File: config.mk
export PLATFORM = sky130hd
export DESIGN_NAME = hazard_controller_flat
export DESIGN_NICKNAME = d
export VERILOG_FILES = /design/src/rtl/hazard_controller_pkg.sv /design/src/rtl/hazard_controller_if.sv /design/src/rtl/hazard_controller_muldiv.sv /design/src/rtl/hazard_controller.sv /design/src/flat_wrapper.sv
export SDC_FILE = /design/constraint.sdc
export NUM_CORES = 1
export LEC_CHECK = 0
export CAP_MARGIN = 25
export CORE_MARGIN = 2
export CORE_UTILIZATION = 53
export DETAILED_ROUTE_END_ITERATION = 6
export PLACE_DENSITY = 0.92
export SYNTH_ARGS = -nofsm -noshare
export SYNTH_HDL_FRONTEND = slang
export SYNTH_HIERARCHICAL = 1
export SYNTH_SLANG_ARGS = --single-unit
export TNS_END_PERCENT = 30
File: constraint.sdc
create_clock -name clk -period 6.65 [get_ports clk]
set_clock_uncertainty 0.2 [all_clocks]
set_input_delay 0.665 -clock clk [delete_from_list [all_inputs] [get_ports clk]]
set_output_delay 0.665 -clock clk [all_outputs]
set_load 0.02 [all_outputs]
File: src/rtl/hazard_controller_pkg.sv
// Shared encodings and scoreboard slot layout for the decode hazard logic.
// Decode and the ALU operand muxes import the same forwarding encodings.
package hazard_controller_pkg;

  localparam logic [1:0] FWD_REG = 2'd0;
  localparam logic [1:0] FWD_EX  = 2'd1;
  localparam logic [1:0] FWD_MEM = 2'd2;
  localparam logic [1:0] FWD_WB  = 2'd3;

  localparam int DEFAULT_MULDIV_CYCLES = 32;

  typedef struct packed {
    logic       valid;
    logic [4:0] dest;
    logic       is_load;
  } sb_slot_t;

  localparam int SLOT_W = $bits(sb_slot_t);

  function automatic logic slot_hit(input sb_slot_t slot, input logic [4:0] src);
    return slot.valid && (slot.dest == src);
  endfunction

endpackage

File: src/rtl/hazard_controller_if.sv
// Decode-side bundle: instruction attributes in, pipeline control and forwarding selects out.
interface hazard_controller_if;
  logic       dec_valid;
  logic [4:0] dec_rs;
  logic [4:0] dec_rt;
  logic       dec_uses_rs;
  logic       dec_uses_rt;
  logic [4:0] dec_dest;
  logic       dec_reg_write;
  logic       dec_is_load;
  logic       dec_is_muldiv;
  logic       dec_reads_hilo;
  logic       dec_redirect;
  logic       stall;
  logic       flush_fetch;
  logic [1:0] fwd_a_sel;
  logic [1:0] fwd_b_sel;
  logic       muldiv_busy;

  modport master (
    output dec_valid, dec_rs, dec_rt, dec_uses_rs, dec_uses_rt, dec_dest,
           dec_reg_write, dec_is_load, dec_is_muldiv, dec_reads_hilo, dec_redirect,
    input  stall, flush_fetch, fwd_a_sel, fwd_b_sel, muldiv_busy
  );

  modport slave (
    input  dec_valid, dec_rs, dec_rt, dec_uses_rs, dec_uses_rt, dec_dest,
           dec_reg_write, dec_is_load, dec_is_muldiv, dec_reads_hilo, dec_redirect,
    output stall, flush_fetch, fwd_a_sel, fwd_b_sel, muldiv_busy
  );
endinterface

File: src/rtl/hazard_controller_muldiv.sv
// HI/LO busy counter: loads on mult/div issue, counts down to zero, never wraps.
module muldiv_busy_counter #(
  parameter int CYCLES = 32
) (
  input  logic clk,
  input  logic reset,
  input  logic load,
  output logic busy
);
  localparam int CW = $clog2(CYCLES + 1);

  logic [CW-1:0] cnt;

  always_ff @(posedge clk or posedge reset) begin
    if (reset)             cnt <= '0;
    else if (load)         cnt <= CW'(CYCLES);
    else if (cnt != '0)    cnt <= cnt - CW'(1);
  end

  assign busy = (cnt != '0);
endmodule

File: src/rtl/hazard_controller.sv
// Decode-stage hazard control: EX/MEM/WB write scoreboard, operand forwarding,
// load-use and HI/LO interlocks, and fetch flush on redirect.
module hazard_controller
  import hazard_controller_pkg::*;
#(
  parameter int MULDIV_CYCLES = DEFAULT_MULDIV_CYCLES,
  parameter bit DELAY_SLOT    = 1'b0
) (
  input  logic                clk,
  input  logic                reset,
  hazard_controller_if.slave  hz
);

  sb_slot_t sb_ex, sb_mem, sb_wb, entry;
  logic     load_use, hilo_stall, stall_int, busy, muldiv_load;
  logic [1:0] sel_a, sel_b;

  // EX is skipped for loads: their data is not ready until MEM, load_use covers that case.
  function automatic logic [1:0] fwd_pick(input logic use_src, input logic [4:0] src,
                                          input sb_slot_t ex, input sb_slot_t mem,
                                          input sb_slot_t wb);
    logic [1:0] sel;
    sel = FWD_REG;
    if (use_src && src != 5'd0) begin
      if (slot_hit(ex, src) && !ex.is_load) sel = FWD_EX;
      else if (slot_hit(mem, src))          sel = FWD_MEM;
      else if (slot_hit(wb, src))           sel = FWD_WB;
    end
    return sel;
  endfunction

  always_comb begin
    entry.valid   = hz.dec_valid && hz.dec_reg_write && (hz.dec_dest != 5'd0);
    entry.dest    = hz.dec_dest;
    entry.is_load = hz.dec_is_load;
  end

  assign sel_a = fwd_pick(hz.dec_uses_rs, hz.dec_rs, sb_ex, sb_mem, sb_wb);
  assign sel_b = fwd_pick(hz.dec_uses_rt, hz.dec_rt, sb_ex, sb_mem, sb_wb);

  assign load_use = hz.dec_valid && sb_ex.is_load &&
                    ((hz.dec_uses_rs && hz.dec_rs != 5'd0 && slot_hit(sb_ex, hz.dec_rs)) ||
                     (hz.dec_uses_rt && hz.dec_rt != 5'd0 && slot_hit(sb_ex, hz.dec_rt)));

  assign hilo_stall  = hz.dec_valid && (hz.dec_reads_hilo || hz.dec_is_muldiv) && busy;
  assign stall_int   = load_use || hilo_stall;
  assign muldiv_load = hz.dec_valid && hz.dec_is_muldiv && !stall_int;

  // A stalled decode sends a bubble into EX; older slots always advance.
  always_ff @(posedge clk or posedge reset) begin
    if (reset) begin
      sb_ex  <= '0;
      sb_mem <= '0;
      sb_wb  <= '0;
    end else begin
      sb_wb  <= sb_mem;
      sb_mem <= sb_ex;
      sb_ex  <= stall_int ? sb_slot_t'('0) : entry;
    end
  end

  muldiv_busy_counter #(.CYCLES(MULDIV_CYCLES)) u_muldiv (
    .clk   (clk),
    .reset (reset),
    .load  (muldiv_load),
    .busy  (busy)
  );

  // Outputs are forced quiet while reset is held, regardless of decode inputs.
  assign hz.stall       = !reset && stall_int;
  assign hz.flush_fetch = !reset && hz.dec_redirect && hz.dec_valid && !stall_int &&
                          (DELAY_SLOT == 1'b0);
  assign hz.fwd_a_sel   = reset ? FWD_REG : sel_a;
  assign hz.fwd_b_sel   = reset ? FWD_REG : sel_b;
  assign hz.muldiv_busy = busy;

endmodule

File: src/flat_wrapper.sv
// flat-port wrapper written by rule: the top's interface ports become plain ports
module hazard_controller_flat import hazard_controller_pkg::*;
#(
  parameter int MULDIV_CYCLES = DEFAULT_MULDIV_CYCLES,
  parameter bit DELAY_SLOT    = 1'b0
)
  (clk, reset, hz_dec_valid, hz_dec_rs, hz_dec_rt, hz_dec_uses_rs, hz_dec_uses_rt, hz_dec_dest, hz_dec_reg_write, hz_dec_is_load, hz_dec_is_muldiv, hz_dec_reads_hilo, hz_dec_redirect, hz_stall, hz_flush_fetch, hz_fwd_a_sel, hz_fwd_b_sel, hz_muldiv_busy);
  hazard_controller_if hz_i ();
  input  logic clk;
  input  logic reset;
  input wire logic [$bits(hz_i.dec_valid)-1:0] hz_dec_valid;
  input wire logic [$bits(hz_i.dec_rs)-1:0] hz_dec_rs;
  input wire logic [$bits(hz_i.dec_rt)-1:0] hz_dec_rt;
  input wire logic [$bits(hz_i.dec_uses_rs)-1:0] hz_dec_uses_rs;
  input wire logic [$bits(hz_i.dec_uses_rt)-1:0] hz_dec_uses_rt;
  input wire logic [$bits(hz_i.dec_dest)-1:0] hz_dec_dest;
  input wire logic [$bits(hz_i.dec_reg_write)-1:0] hz_dec_reg_write;
  input wire logic [$bits(hz_i.dec_is_load)-1:0] hz_dec_is_load;
  input wire logic [$bits(hz_i.dec_is_muldiv)-1:0] hz_dec_is_muldiv;
  input wire logic [$bits(hz_i.dec_reads_hilo)-1:0] hz_dec_reads_hilo;
  input wire logic [$bits(hz_i.dec_redirect)-1:0] hz_dec_redirect;
  output wire logic [$bits(hz_i.stall)-1:0] hz_stall;
  output wire logic [$bits(hz_i.flush_fetch)-1:0] hz_flush_fetch;
  output wire logic [$bits(hz_i.fwd_a_sel)-1:0] hz_fwd_a_sel;
  output wire logic [$bits(hz_i.fwd_b_sel)-1:0] hz_fwd_b_sel;
  output wire logic [$bits(hz_i.muldiv_busy)-1:0] hz_muldiv_busy;
  assign hz_i.dec_valid = hz_dec_valid;
  assign hz_i.dec_rs = hz_dec_rs;
  assign hz_i.dec_rt = hz_dec_rt;
  assign hz_i.dec_uses_rs = hz_dec_uses_rs;
  assign hz_i.dec_uses_rt = hz_dec_uses_rt;
  assign hz_i.dec_dest = hz_dec_dest;
  assign hz_i.dec_reg_write = hz_dec_reg_write;
  assign hz_i.dec_is_load = hz_dec_is_load;
  assign hz_i.dec_is_muldiv = hz_dec_is_muldiv;
  assign hz_i.dec_reads_hilo = hz_dec_reads_hilo;
  assign hz_i.dec_redirect = hz_dec_redirect;
  assign hz_stall = hz_i.stall;
  assign hz_flush_fetch = hz_i.flush_fetch;
  assign hz_fwd_a_sel = hz_i.fwd_a_sel;
  assign hz_fwd_b_sel = hz_i.fwd_b_sel;
  assign hz_muldiv_busy = hz_i.muldiv_busy;
  hazard_controller #(.MULDIV_CYCLES(MULDIV_CYCLES), .DELAY_SLOT(DELAY_SLOT)) u_core (.clk(clk), .reset(reset), .hz(hz_i));
endmodule
## After elaboration in Yosys (flattened, before gate mapping)

Cells that the tools add are included.

- Register bits: 25
- Bits of input ports: 25
- Output and inout port bits: 7
- Word-level logic and storage cells: 63

- $add $sub $neg: 1
- Equality and inequality tests: 6
- Muxes and demuxes: 13
- Reductions and logical operators: 35

Operators with widths:

| operator | count |
|---|---|
| $eq A5 B5 Y1 | 6 |
| $logic_and A1 B1 Y1 | 24 |
| $mux W2 | 10 |
| $reduce_bool A5 Y1 | 3 |
| $mux W6 | 2 |
| $mux W7 | 1 |
| $reduce_bool A6 Y1 | 1 |
| $sub A6 B1 Y6 const B | 1 |
| $logic_not A1 Y1 | 3 |
| $logic_or A1 B1 Y1 | 3 |
| $reduce_bool A2 Y1 | 1 |

## Longest topological paths before layout

Gate-level depths: netlist of the first run.

- Word-level depth: 9
- Depth in mapped cells: 8
- Depth with buffers taken out: 8

## Hierarchy

The synthesis of the first run kept the hierarchy.

By module, submodules not included:

| module | times used | cells an instance | area each (um^2) | sequential area each (um^2) |
|---|---|---|---|---|
| hazard_controller | 1 | 96 | 1034.7 | 475.5 |
| muldiv_busy_counter | 1 | 34 | 350.3 | 150.1 |

## Worst setup path after synthesis of the first run

No wires, ideal clock.

- Kind: input to output
- Start: input port hz_dec_rt[1]
- End: output port hz_stall
- Data arrival time: 1.994 ns
- Data required time: 5.785 ns
- Path slack: 3.791 ns
- Stages: 5
- Path buffers: 0
- Cell sequence: xnor2_1 nand4_1 or4b_4 a21o_4 a21oi_1

- Cells in the longest elaborated chain, start to end: 7
- Elaborated cells between the ends (all ways): 9
- Those cells by class: 1 x eq/ne; 8 x reduce/logical

Ends and longest elaborated chain:

| item | line | RTL |
|---|---|---|
| from (decl) | flat_wrapper.sv:13 | `input wire logic [$bits(hz_i.dec_rt)-1:0] hz_dec_rt;` |
| $eq A5 B5 Y1 or $reduce_bool A5 Y1 (tied branches) | hazard_controller_pkg.sv:21, hazard_controller.sv:43 |  |
| $logic_and A1 B1 Y1 (on tied branches) | hazard_controller_pkg.sv:21, hazard_controller.sv:43 |  |
| $logic_and A1 B1 Y1 * | hazard_controller.sv:43 | `(hz.dec_uses_rt && hz.dec_rt != 5'd0 && slot_hit(sb_ex, hz.dec_rt)));` |
| $logic_or A1 B1 Y1 * | hazard_controller.sv:42 | `((hz.dec_uses_rs && hz.dec_rs != 5'd0 && slot_hit(sb_ex, hz.dec_rs)) \|\|` |
| $logic_and A1 B1 Y1 * | hazard_controller.sv:41 | `assign load_use = hz.dec_valid && sb_ex.is_load &&` |
| $logic_or A1 B1 Y1 * | hazard_controller.sv:46 | `assign stall_int = load_use \|\| hilo_stall;` |
| $logic_and A1 B1 Y1 * | hazard_controller.sv:70 | `assign hz.stall = !reset && stall_int;` |
| to (decl) | flat_wrapper.sv:22 | `output wire logic [$bits(hz_i.stall)-1:0] hz_stall;` |

Mark *: on every way between the ends. The rest lies on a longest branch, timed or not.

## Worst setup path in the final report of the first run

- Start: input port hz_dec_rt[2]
- End: output port hz_flush_fetch

- Cells in the longest elaborated chain, start to end: 8
- Elaborated cells between the ends (all ways): 10
- Those cells by class: 1 x eq/ne; 9 x reduce/logical

Ends and longest elaborated chain:

| item | line | RTL |
|---|---|---|
| $eq A5 B5 Y1 or $reduce_bool A5 Y1 (tied branches) | hazard_controller_pkg.sv:21, hazard_controller.sv:43 |  |
| $logic_and A1 B1 Y1 (on tied branches) | hazard_controller_pkg.sv:21, hazard_controller.sv:43 |  |
| $logic_and A1 B1 Y1 * | hazard_controller.sv:43 |  |
| $logic_or A1 B1 Y1 * | hazard_controller.sv:42 |  |
| $logic_and A1 B1 Y1 * | hazard_controller.sv:41 |  |
| $logic_or A1 B1 Y1 * | hazard_controller.sv:46 |  |
| $logic_not A1 Y1 * | hazard_controller.sv:71 | `assign hz.flush_fetch = !reset && hz.dec_redirect && hz.dec_valid && !stall_int &&` |
| $logic_and A1 B1 Y1 * | hazard_controller.sv:71 |  |
| to (decl) | flat_wrapper.sv:23 | `output wire logic [$bits(hz_i.flush_fetch)-1:0] hz_flush_fetch;` |

Marked as above.

==> results.sh, run 1 <==
export IMPL_r2r_slack_ps=4010
export IMPL_start_util_pct=55.9
export IMPL_dieArea_um2=3040
export IMPL_layout_common_cells="clkdlybuf4s50_1 (31), dfrtp_1 (25), xor2_1 (18), xnor2_1 (13), and3_1 (8)"
export IMPL_grt_use_met3_pct=2.69
export IMPL_reg2reg_depth=8
export IMPL_yosys_area_share_simple_pct=22.0
export IMPL_muxShareOfSynthArea_pct=0.813
export IMPL_fin_nets=193
export IMPL_leakagePower_nw=0.725
export IMPL_via_per_inst=5.65
export IMPL_crit_chain="clkdlybuf4s50_1 > xnor2_1 > nand4_1 > or4b_4 > a21boi_0 > nor2_1 > clkdlybuf4s50_1"
export IMPL_cts_reportedPaths_clkPinSlew_ps=130
export IMPL_gp_congestion=0.915
export IMPL_rsz0062_at_grt="false"
export IMPL_crit_type="in -> out"
export IMPL_reg2reg_to="u_core/u_muldiv/cnt[0]"
export IMPL_grt_pass1_vias=1145
export IMPL_peakVddDrop_mv=0.223
export IMPL_finalInstanceArea_um2=1760
export IMPL_antenna_found_initial=0
export IMPL_grt_use_total_pct=22.0
export IMPL_required_ps=5780
export IMPL_fin_crit_ps=3970
export IMPL_dp_hpwl_mm=2.39
export IMPL_netlist_area_um2=1390
export IMPL_use_met1_pct=25.5
export IMPL_hold_end="u_core/sb_wb[6]"
export IMPL_ys_seq_elements=25
export IMPL_drt_pass1_iterations=4
export IMPL_drt_iter0_drc=13
export IMPL_max_stage_delay_ps=550
export IMPL_fin_setup_tns_ps=0
export IMPL_drive_gt1_share_pct=6.06
export IMPL_outcome="finished, final reports clean"
export IMPL_fp_coreArea_um2=2480
export IMPL_fin_crit_sh_pct=59.6
export IMPL_worstSetupEndpointType="output pin"
export IMPL_tightestPinTransition_ps=811
export IMPL_globalRouteMet2Util_pct=39.9
export IMPL_ios=32
export IMPL_yosys_area_top_type="dfrtp_1"
export IMPL_r2r_start="u_core/u_muldiv/cnt[0]"
export IMPL_synthXorXnorAreaFrac_pct=19.6
export IMPL_antennaDiodeCount=0
export IMPL_synth_top_area_share_pct=45.2
export IMPL_wl_mm=2.95
export IMPL_synthCells=130
export IMPL_power_per_cell_area_nw_per_um2=249
export IMPL_arrival_ps=3100
export IMPL_clk_latency_ps=320
export IMPL_layout_commonest_cell="clkdlybuf4s50_1"
export IMPL_holdPathStages=0
export IMPL_avgSynthCellArea_um2=10.7
export IMPL_synthDistinctLibCells=34
export IMPL_cts_setup_buffers=0
export IMPL_cts_max_path_buffers=2
export IMPL_grt_busiest_layer="met2"
export IMPL_hp_start="u_core/sb_mem[6]"
export IMPL_grt_pass1_wl_mm=4.62
export IMPL_hold_violations=0
export IMPL_place_area_um2=1730
export IMPL_antenna_left=0
export IMPL_drc=0
export IMPL_port_buffer_count=31
export IMPL_row_count=18
export IMPL_hp_class="reg -> reg"
export IMPL_slew_headroom_pct=45.5
export IMPL_synth_fa_ha_area_share_pct=1.81
export IMPL_die_h_um=55.1
export IMPL_cts_buffers=3
export IMPL_cts_resized=0
export IMPL_vias=1102
export IMPL_crit_top_cell="clkdlybuf4s50_1"
export IMPL_syn_num_nets=157
export IMPL_clkSinkCount=25
export IMPL_yosysSeqAreaShare_pct=45.2
export IMPL_die_w_um=55.1
export IMPL_grt_max_degree=22
export IMPL_final_max_slew_viol_count=0
export IMPL_hold_buffers=0
export IMPL_cp_max_fo=4
export IMPL_cts_tree="yes"
export IMPL_start_kind="input port"
export IMPL_setup_viol=0
export IMPL_synth_compound_area_share_pct=8.94
export IMPL_cts_root_buf="clkbuf_4"
export IMPL_area_delta_synth_final_pct=27.0
export IMPL_grt_remaining_overflow=0
export IMPL_post_drt_wl_per_cell_um=15.1
export IMPL_ys_warn_count=6
export IMPL_fmax_ghz=0.252
export IMPL_max_cap_violations=0
export IMPL_htreeDepth=1
export IMPL_synth_top_family_by_area="simple AND/OR/NAND/NOR gates"
export IMPL_cp_slowest_cell="clkdlybuf4s50_1"
export IMPL_ys_top_cells_by_area="dfrtp_1 (45%), xor2_1 (11%), xnor2_1 (8.2%)"
==> worst max-delay path: cells and delay by family <==
family,cells,cell delay (ps)
AOI/OAI and AO/OA,1,360
xor gates and xnor gates,1,250
and+or+nand+nor,3,750
buffers and inverters,2,1070
==> registers in the layout, indices dropped and copies added, names as in the netlist <==
signal / count
u_core/sb_mem: 6
u_core/sb_wb: 6
u_core/sb_ex: 7
u_core/u_muldiv/cnt: 6
==> cell families (layout without fill, tap and decap cells) <==
kind of cell | count (synthesis) | count (layout)
and+or+nand+nor | 49 | 49
xor gates and xnor gates | 31 | 31
DFF | 25 | 25
AOI/OAI and AO/OA | 16 | 16
buffers and inverters | 6 | 41
adders and majority gates | 2 | 2
muxes | 1 | 1
==> how the worst max path moves through the flow <==
stage	from	to	slack, ps	cells past startpoint
after floorplan	hz_dec_rt[1]	hz_stall	3790	5
after global placement	hz_dec_rs[2]	hz_stall	2730	7
after detailed placement	hz_dec_rt[2]	hz_flush_fetch	2700	7
after CTS	hz_dec_rt[2]	hz_flush_fetch	2680	7
after global routing	hz_dec_rs[4]	hz_flush_fetch	2580	7
final	hz_dec_rt[2]	hz_flush_fetch	2680	7
==> stage by stage <==
| stage | hold WS, ps | worst slack, ps | util (%) | std cells | power, mW |
|---|---|---|---|---|---|
| finish | 227 | 2680 | 71.0 | 195 | 0.438 |
| global route | 246 | 2580 | 71.0 | 195 | 0.465 |
| CTS | 231 | 2680 | 71.0 | 195 | 0.440 |
| detailed placement | 201 | 2700 | 69.9 | 191 | 0.373 |
| global placement | 191 | 2730 | 69.9 | 191 | 0.360 |
| floorplan | 173 | 3790 | - | 130 | 0.322 |
==> power by group <==
part | internal, mW | switching [mW]
Sequential | 0.182 | 0.0404
Clock | 0.0235 | 0.0437
Combinational | 0.0796 | 0.0691
Total | 0.285 | 0.153
==> Yosys cell counts, drive strengths merged <==
| cell | number |
|---|---|
| ha | 2 |
| a21boi | 1 |
| xor2 | 18 |
| nand3 | 3 |
| and2b | 1 |
| nor3b | 1 |
| or4b | 2 |
| o211ai | 1 |
| nand2b | 4 |
| nand2 | 2 |
| o31ai | 1 |
| nor3 | 7 |
| a221oi | 1 |
| nor2b | 2 |
| o21ai | 3 |
| or4 | 3 |
| o2111ai | 1 |
| a21oi | 5 |
| xnor2 | 13 |
| a21o | 1 |
| nand4 | 3 |
| dfrtp | 25 |
| mux2 | 1 |
| nor2 | 6 |
| and3 | 8 |
| inv | 6 |
| nor4 | 7 |
| o311ai | 1 |
| a221o | 1 |
==> per-layer routing <==
layer | share of wire [%] | vias to the layer above | wire length (um)
li1 | - | 535 | -
met1 | 44 | 534 | 1280
met2 | 51 | 29 | 1500
met3 | 4.2 | 4 | 125
met4 | 1.4 | 0 | 42
met5 | 0 | - | 0
==> area by class of cell <==
cell class / instances / area (um^2)
timing repair buffer: 31 / 310
clock buffer: 4 / 26.3
multi-input combinational: 99 / 737
inverter: 6 / 22.5
fill: 188 / 718
sequential: 25 / 626
tap: 30 / 37.5
Note: power is estimated with default switching activity, not from simulation.
==> run 2: changes to the inputs <==
CORE_UTILIZATION = 44   (was 53)
PLACE_DENSITY = 0.82   (was 0.92)
clock period = 3.55 ns   (was 6.65 ns; I/O delays follow)
==> results.sh, run 2 (synthesized netlist as in run 1, its figures left out) <==
export IMPL_grt_pass1_wl_mm=5.07
export IMPL_antenna_found_initial=0
export IMPL_arrival_ps=2830
export IMPL_final_core_util_pct=59.3
export IMPL_reg2reg_to="u_core/u_muldiv/cnt[5]"
export IMPL_vias=1155
export IMPL_crit_type="in -> out"
export IMPL_die_w_um=60.1
export IMPL_cp_max_fo=4
export IMPL_setup_viol=0
export IMPL_htreeDepth=1
export IMPL_required_ps=2990
export IMPL_gp_congestion=0.890
export IMPL_largest_reg_flops=7
export IMPL_cts_root_buf="clkbuf_4"
export IMPL_grt_remaining_overflow=0
export IMPL_fin_nets=195
export IMPL_area_delta_synth_final_pct=29.6
export IMPL_fin_setup_tns_ps=0
export IMPL_port_buffer_count=31
export IMPL_fmax_ghz=0.295
export IMPL_final_max_slew_viol_count=0
export IMPL_leakagePower_nw=0.734
export IMPL_layout_commonest_cell="clkdlybuf4s50_1"
export IMPL_cts_max_path_buffers=2
export IMPL_dieArea_um2=3610
export IMPL_cp_startpoint="hz_dec_rt[0]"
export IMPL_hold_buffers=0
export IMPL_rsz0062_at_grt="false"
export IMPL_grt_max_degree=20
export IMPL_cts_resized=0
export IMPL_tightestPinTransition_ps=516
export IMPL_clkSinkCount=25
export IMPL_r2r_slack_ps=970
export IMPL_cts_tree="yes"
export IMPL_outcome="finished, final reports clean"
export IMPL_hp_class="in -> async"
export IMPL_die_h_um=60.1
export IMPL_drt_iter0_drc=48
export IMPL_antennaDiodeCount=0
export IMPL_start_kind="input port"
export IMPL_wl_mm=3.22
export IMPL_cts_buffers=3
export IMPL_drive_gt1_share_pct=7.78
export IMPL_grt_use_total_pct=18.8
export IMPL_finalInstanceArea_um2=1800
export IMPL_worstSetupEndpointType="output pin"
export IMPL_max_cap_violations=0
export IMPL_dp_hpwl_mm=2.58
export IMPL_hold_violations=0
export IMPL_r2r_start="u_core/sb_ex[2]"
export IMPL_start_util_pct=45.7
export IMPL_fin_crit_sh_pct=95.4
export IMPL_ios=32
export IMPL_fp_coreArea_um2=3030
export IMPL_reg2reg_depth=7
export IMPL_cts_setup_buffers=0
export IMPL_drc=0
export IMPL_fin_crit_ps=3390
export IMPL_slew_headroom_pct=65.5
export IMPL_cts_reportedPaths_clkPinSlew_ps=130
export IMPL_layout_common_cells="clkdlybuf4s50_1 (31), dfrtp_1 (25), xor2_1 (18), xnor2_1 (13), and3_1 (8)"
export IMPL_clk_latency_ps=310
export IMPL_row_count=20
export IMPL_top_register="u_core/sb_ex"
export IMPL_peakVddDrop_mv=0.209
export IMPL_drt_pass1_iterations=4
export IMPL_post_drt_wl_per_cell_um=15.3
export IMPL_place_area_um2=1770
export IMPL_via_per_inst=5.47
export IMPL_grt_pass1_vias=1178
export IMPL_antenna_left=0
export IMPL_power_per_cell_area_nw_per_um2=465
-- run 2: area by class of cell --
cell class                      count  area [um^2]
Inverter                            6         22.5
Tap cell                           44         55.1
Fill cell                         269         1230
Sequential cell                    25          626
Timing Repair Buffer               33          325
Clock inverter                      1         7.51
Clock buffer                        3         22.5
Multi-Input combinational cell     99          737
-- run 2: stage by stage --
step	hold WS [ps]	setup slack, ps	power, mW	cells
2_1_floorplan	-54.0	1050	0.602	130
3_3_place_gp	198	244	0.677	207
3_5_place_dp	206	195	0.711	207
4_1_cts	219	178	0.839	211
5_1_grt	233	88.6	0.884	211
6_report	234	164	0.835	211
-- run 2: per-layer routing --
metal  share of wire (%)  track usage, %
met5                   0               0
met3                 3.4            1.30
met4                0.84            5.40
met2                  51            34.2
met1                  45            23.7
-- run 2: critical path, stage by stage --
cell and delay, ps:
clkdlybuf4s50_1 600, xnor2_1 160, nand4_1 170, or4b_4 530, a21boi_0 370, nor2_1 90, clkdlybuf4s50_1 550
-- run 2: power breakdown --
group	internal, mW	switching, mW
clock network	0.0429	0.0837
registers	0.341	0.0768
logic	0.151	0.139
-- run 2: how the worst max path moves through the flow --
stage | to | cells past startpoint
2_1_floorplan | u_core/u_muldiv/cnt[0] | 7
3_3_place_gp | hz_stall | 7
3_5_place_dp | hz_stall | 7
4_1_cts | hz_stall | 7
5_1_grt | hz_flush_fetch | 7
6_report | hz_flush_fetch | 7
